[config.mk]
export PLATFORM = sky130hd
export DESIGN_NAME = dec_dispatch_ctrl
export DESIGN_NICKNAME = d
export VERILOG_FILES = /design/src/rtl/dec_dispatch_ctrl.sv
export SDC_FILE = /design/constraint.sdc
export NUM_CORES = 1
export LEC_CHECK = 0
export CAP_MARGIN = 20
export CORE_UTILIZATION = 28
export DETAILED_ROUTE_END_ITERATION = 8
export GPL_ROUTABILITY_DRIVEN = 0
export PLACE_DENSITY_LB_ADDON = 0.1
export SLEW_MARGIN = 25
export SYNTH_ARGS = -nofsm -noshare
export SYNTH_HDL_FRONTEND = slang
export SYNTH_SLANG_ARGS = --single-unit
[constraint.sdc]
create_clock -name clk -period 14.1 [get_ports clk]
set_input_delay 3.525 -clock clk [delete_from_list [all_inputs] [get_ports clk]]
set_output_delay 3.525 -clock clk [all_outputs]
set_load 0.005 [all_outputs]
[src/rtl/dec_dispatch_ctrl.sv]
// rtl/dec_dispatch_ctrl.sv - two-wide in-order dispatch queue between fetch and the dual-slot decoder
module dec_dispatch_ctrl #(
   parameter int PC    = 16,
   parameter int INS   = 32,
   parameter int DEPTH = 4
) (
   input  logic                       clk,
   input  logic                       rst,
   input  logic [INS-1:0]             f_ins1,
   input  logic [PC-1:0]              f_pc1,
   input  logic                       f_v1,
   input  logic [INS-1:0]             f_ins2,
   input  logic [PC-1:0]              f_pc2,
   input  logic                       f_v2,
   output logic                       f_ready,
   input  logic [1:0]                 rob_slots,
   input  logic                       stall,
   input  logic                       flush,
   output logic [INS-1:0]             instruction1,
   output logic                       ins1_valid,
   output logic [PC-1:0]              PC_in1,
   output logic [INS-1:0]             instruction2,
   output logic                       ins2_valid,
   output logic [PC-1:0]              PC_in2,
   output logic [$clog2(DEPTH):0]     q_count
);

   localparam int AW = $clog2(DEPTH);
   localparam int CW = AW + 1;

   logic [INS-1:0] ins_mem_q [DEPTH];
   logic [PC-1:0]  pc_mem_q  [DEPTH];

   logic [AW-1:0]  rd_ptr_q, rd_ptr_d;
   logic [AW-1:0]  wr_ptr_q, wr_ptr_d;
   logic [CW-1:0]  count_q, count_d;

   logic [INS-1:0] ins1_q, ins2_q;
   logic [PC-1:0]  pc1_q, pc2_q;
   logic           v1_q, v2_q;

   logic           push_en;
   logic [1:0]     n_push;
   logic [1:0]     credit;
   logic [1:0]     n_pop;

   // Room for a full pair is judged on the registered count only, so a pop this cycle never frees space early
   assign f_ready = (count_q <= CW'(DEPTH - 2));

   // Push/pop amounts and next pointer/count values; flush suppresses both sides
   always_comb begin
      push_en  = f_ready && !flush && !rst;
      n_push   = push_en ? (2'(f_v1) + 2'(f_v2)) : 2'd0;
      credit   = (rob_slots == 2'd3) ? 2'd2 : rob_slots;
      n_pop    = 2'd0;
      if (!stall && !flush) begin
         if (count_q < CW'(credit)) begin
            n_pop = count_q[1:0];
         end else begin
            n_pop = credit;
         end
      end
      count_d  = count_q + CW'(n_push) - CW'(n_pop);
      rd_ptr_d = rd_ptr_q + AW'(n_pop);
      wr_ptr_d = wr_ptr_q + AW'(n_push);
   end

   // Entry storage; a lone lane-2 fetch is compacted into the wr_ptr slot
   always_ff @(posedge clk) begin
      if (push_en && f_v1) begin
         ins_mem_q[wr_ptr_q] <= f_ins1;
         pc_mem_q[wr_ptr_q]  <= f_pc1;
      end
      if (push_en && f_v2) begin
         ins_mem_q[wr_ptr_q + AW'(f_v1)] <= f_ins2;
         pc_mem_q[wr_ptr_q + AW'(f_v1)]  <= f_pc2;
      end
   end

   // Queue bookkeeping and registered dispatch slots; unused slot data holds its last value
   always_ff @(posedge clk) begin
      if (rst) begin
         count_q  <= '0;
         rd_ptr_q <= '0;
         wr_ptr_q <= '0;
         v1_q     <= 1'b0;
         v2_q     <= 1'b0;
         ins1_q   <= '0;
         ins2_q   <= '0;
         pc1_q    <= '0;
         pc2_q    <= '0;
      end else if (flush) begin
         count_q  <= '0;
         rd_ptr_q <= '0;
         wr_ptr_q <= '0;
         v1_q     <= 1'b0;
         v2_q     <= 1'b0;
      end else begin
         count_q  <= count_d;
         rd_ptr_q <= rd_ptr_d;
         wr_ptr_q <= wr_ptr_d;
         v1_q     <= (n_pop != 2'd0);
         v2_q     <= (n_pop == 2'd2);
         if (n_pop != 2'd0) begin
            ins1_q <= ins_mem_q[rd_ptr_q];
            pc1_q  <= pc_mem_q[rd_ptr_q];
         end
         if (n_pop == 2'd2) begin
            ins2_q <= ins_mem_q[rd_ptr_q + AW'(1)];
            pc2_q  <= pc_mem_q[rd_ptr_q + AW'(1)];
         end
      end
   end

   assign instruction1 = ins1_q;
   assign instruction2 = ins2_q;
   assign PC_in1       = pc1_q;
   assign PC_in2       = pc2_q;
   assign ins1_valid   = v1_q;
   assign ins2_valid   = v2_q;
   assign q_count      = count_q;

endmodule
-- Word-level counts from Yosys, hierarchy flattened
Memory sizes are Yosys's and may differ from the RTL's. A register that Yosys moved wholly into a read port is not among the register bits.
Cells that the tools add are included.
- bits of input ports: 104
- register bits after elaboration: 9
- word-level logic and storage cells: 39
- bits in writable memories: 192
- memories: 2
- memory list (memory ; depth ; width ; rd ports ; clocked after Yosys merged registers in ; wr ports ; RTL line ; text):
    ins_mem_q ; 4 ; 32 ; 2 ; 2 ; 2 ; 31 ; logic [INS-1:0] ins_mem_q [DEPTH];
    pc_mem_q ; 4 ; 16 ; 2 ; 2 ; 2 ; 32 ; logic [PC-1:0] pc_mem_q [DEPTH];
- reductions and logical operators: 12
- equality and inequality tests: 2
- bitwise logic cells: 1
- magnitude comparators: 2
- muxes and demuxes: 8
- add/subtract/negate cells: 7
- operators by type and width (cell ; count):
    $mux 2 ; 4
    $logic_and 1x1->1 ; 5
    $add 2x2->2 ; 2
    $eq 2x2->1 const B ; 2
    $mux 1 ; 4
    $reduce_and 2->1 ; 2
    $add 3x2->3 ; 1
    $le 3x2->1 const B ; 1
    $logic_not 1->1 ; 3
    $lt 3x2->1 ; 1
    $sub 3x2->3 ; 1
    $add 1x1->2 ; 1
    $add 2x1->2 ; 1
    $add 2x1->2 const B ; 1
    $reduce_bool 2->1 ; 1
    $reduce_or 2->1 ; 1
    $not 1->1 ; 1

-- Depth between registers and ports, before layout
- depth after elaboration: 7
- gate-level depth with buffers: 13

-- Worst setup path after synthesis
OpenSTA, ideal clock, no wires.
- path kind: input to register
- from: input flush
- to: memory ins_mem_q[0][0] (enable)
- stages on the path: 3
- data arrival time: 7659 ps
- buffers on the path: 0
- slack: 5916 ps
- data required time: 13575 ps
- path through: a2111oi_4 nand2_1 o31ai_1
- RTL lines (element ; RTL line ; text):
    start, declared ; 18 ; input logic flush,
    end, declared ; 31 ;

-- Worst setup path in the final report
- from: input rob_slots[1]
- to: register count_q[2], in the netlist q_count[2]
- longest elaborated chain between the ends: 6
- ends and longest elaborated chain (element ; RTL line ; text):
    start, declared ; 16 ; input logic [1:0] rob_slots,
    $eq 2x2->1 ; 54 ; credit = (rob_slots == 2'd3) ? 2'd2 : rob_slots;
    $mux 2 (*) ; 54 ;
    $lt 3x2->1 ; 57 ; if (count_q < CW'(credit)) begin
    $mux 2 (*) ; 57 ;
    $mux 2 (*) ; 56 ; if (!stall && !flush) begin
    $sub 3x2->3 (*) ; 63 ; count_d = count_q + CW'(n_push) - CW'(n_pop);
    end signal, assigned ; 99 ; count_q <= count_d;
    end, declared ; 36 ; logic [CW-1:0] count_q, count_d;
Mark *: on every way between the ends. The rest lies on a longest branch, timed or not.
A chain may end at the register's enable or synchronous reset.

==> summary.txt <==
Placed design
  • Dpl hpwl: 27.5 mm
  • Dpl cells: 1,900
  • IO buf count: 205

Yosys
  • Syn avg cell area: 13.9 um2
  • Syn Std Cell Area: 15,100 um2
  • Sequential area share after synthesis: 0.522
  • Cells after Synth: 1,087
  • Syn_nets: 1,200
  • Yosys cell types: 40
  • #FFs+latches synth: 297
  • Synth warn: 0

CTS
  • Post-CTS setup buffer count: 0
  • Post-CTS resize count: 0
  • CTS clk-pin slew, worst paths: 0.06 ns
  • Clk_lat worst skew: 0.55 ns
  • CTS H-tree depth: 2
  • Max clock buf depth: 3
  • Cts bufs inserted: 39
  • Hold buffer count at cts: 0
  • Clock Sinks: 297
  • CTS tree: yes
  • Root Buffer: clkbuf_16

Setup path
  • Max incr delay on CP: 0.66 ns
  • Crit-path max FO: 52
  • Setup crit end kind: flip-flop
  • Crit-path slowest cell: buf_4
  • CP Class: primary input to flip-flop
  • Critical path arrival: 7.15 ns
  • CP cell instances: clkdlybuf4s50_1, inv_1, ha_1, nor3_2, nand3b_1, buf_4, nand2_1, fa_1, fa_1, xnor2_1, xnor2_1, nor2_1
  • Startpoint Class: primary input
  • WP data required: 14.54 ns

Route
  • DRC viols: 24
  • Routed Antenna Nets: 0
  • Iter 0 DRT Violations: 561
  • Via count: 10,200
  • Vias per cell: 5.15
  • DRT Pass-1 Iters: 7
  • Drt wl/cell: 24.5 um
  • Routed WL: 48.5 mm

Hold path
  • Hold Path Class: flip-flop to flip-flop

Final layout
  • Commonest non-fill, non-tap cell in the layout: clkdlybuf4s50_1
  • Post-layout util: 0.361
  • Fraction of layout cells with a size suffix above 1: 0.293
  • Final non-filler cell total: 1,975
  • Most frequent cells in the layout: clkdlybuf4s50_1, edfxtp_1, mux2_2
  • Nets: 1,366
  • Area growth from synthesis to layout: 26.4%

Global routing
  • Initial antenna violation count: 2
  • Congestion Overflow GR: 0
  • First-pass GRT wire length: 71.6 mm
  • GRT Overall Usage: 0.179
  • Largest net degree at the start of global routing: 98
  • Vias in the first global route: 10,600

Floorplanning
  • Die ar.: 54,800 um2
  • IO Pins: 206
  • Height of the die: 234 um
  • DIE WIDTH: 234 um
  • FP Rows: 84
  • Core ar.: 52,900 um2
  • Initial Util: 0.285

Run status
  • Status: complete, but fails checks
  • Failing checks: design-rule violations

Pwr
  • P per Cell Area: 114 nW/um2
  • Tot Pwr: 2.17 mW
  • Worst vdd rail ir drop: 0.0000637 V
  • Leak pwr: 6.21 nW

Run
  • Max-Cap Viols: 0

STA
  • Setup TNS: 0 ns
  • Endpoints failing hold: 0
  • Max Slew Vio Count: 0
  • F_max: 149 MHz
  • Layout Skew: 0.0132 ns
  • Worst slew pin tran: 0.985 ns
  • Final Setup Violations: 0
  • Crit path time final: 6.70 ns
  • Max_slew headroom: 0.341
  • Period utilization: 0.476
  • Worst hold margin: 0.464 ns
  • RSZ-0062 raised after global routing: false
[through the flow]
step / area (um2) / setup WS, ns
after detailed placement: 17800 / 6.80
final: 19100 / 7.40
after global placement: 17800 / 6.89
after CTS: 19000 / 7.41
after floorplan: 15100 / 5.92
after global routing: 19100 / 7.20
[cells by family after synthesis]
family,Yosys count,share of synthesized area
buffers and inverters,107,0.0318
adder cells (fa/ha/maj),9,0.00846
AO/OA/AOI/OAI,158,0.0568
flip-flops,297,0.522
XOR/XNOR,7,0.00407
AND/OR/NAND/NOR,221,0.0903
multiplexers,288,0.287
[worst max-delay path: cells and delay by family]
kind | cells | cell delay [ns]
buffers and inverters | 3 | 1.39
xor gates and xnor gates | 2 | 0.31
and+or+nand+nor | 4 | 0.70
adders and majority gates | 3 | 1.19
[per-layer routing]
metal  routed length, um  vias to the layer above  global-route usage
li1                    -                     4577                   -
met1               22100                     5318               0.243
met2               23200                      230               0.293
met3                2310                       53              0.0336
met4                 829                        0              0.0414
met5                   0                        -                   0
[power by group]
part	total [mW]	internal (mW)	leakage, nW	switching [mW]
Clock	0.984	0.595	0.601	0.389
Sequential	0.971	0.955	2.60	0.0162
Combinational	0.220	0.109	3.01	0.111
Total	2.17	1.66	6.21	0.516
[state kept, by name (all words and copies together) (netlist names)]
name and count:
ins_mem_q 128, wr_ptr_q 2, instruction2 32, instruction1 32, ins1_valid 1, q_count 3
pc_mem_q 64, rd_ptr_q 2, PC_in1 16, ins2_valid 1, PC_in2 16
[final cells by class]
| cell class | count | area [um2] |
|---|---|---|
| sequential | 297 | 7880 |
| clock buffer | 61 | 1150 |
| clock inverter | 9 | 92.6 |
| timing repair buffer | 225 | 2210 |
| antenna | 5 | 12.5 |
| tap | 688 | 861 |
| multi-input combinational | 683 | 6840 |
| inverter | 7 | 26.3 |
| fill | 5088 | 33800 |
[cell usage after synthesis]
cell type	number	area (um2)
clkbuf_1	58	218
nor2_1	9	33.8
mux4_2	96	2160
or4b_1	13	130
o31ai_1	2	15.0
nand3_1	50	250
or4b_2	35	350
dfxtp_1	105	2100
nand3b_1	1	7.51
buf_6	4	45.0
nor3_1	1	5.00
xor2_1	2	17.5
and2_1	3	18.8
xnor2_1	5	43.8
nand2_1	52	195
a41o_1	2	20.0
nor3b_1	1	7.51
mux2_2	156	1760
a21oi_1	51	255
a2111oi_4	1	27.5
o2111ai_1	2	17.5
o31ai_2	1	12.5
buf_2	26	130
fa_1	2	40.0
o211a_2	1	10.0
nor4_1	2	12.5
a21o_1	1	7.51
buf_1	8	30.0
mux2_1	36	405
ha_1	7	87.6
o21ai_0	93	465
nor2b_1	49	307
o21ai_1	3	15.0
inv_1	7	26.3
buf_4	4	30.0
or2_2	1	6.26
nor3_2	2	20.0
o2111a_1	1	11.3
nand4b_1	2	17.5
edfxtp_1	192	5770
[path summary, 6_finish.rpt]
| kind | startpoint | to | slack, ns | cells past startpoint |
|---|---|---|---|---|
| worst min-delay path | instruction2[8] | instruction2[8] | 0.46 | 2 |
| worst max register to register | q_count[1] | q_count[2] | 10.51 | 10 |
| worst max-delay path | rob_slots[1] | q_count[2] | 7.40 | 12 |
| worst min register to register | instruction2[8] | instruction2[8] | 0.46 | 2 |
No activity file was read; power rests on OpenSTA's default activity.
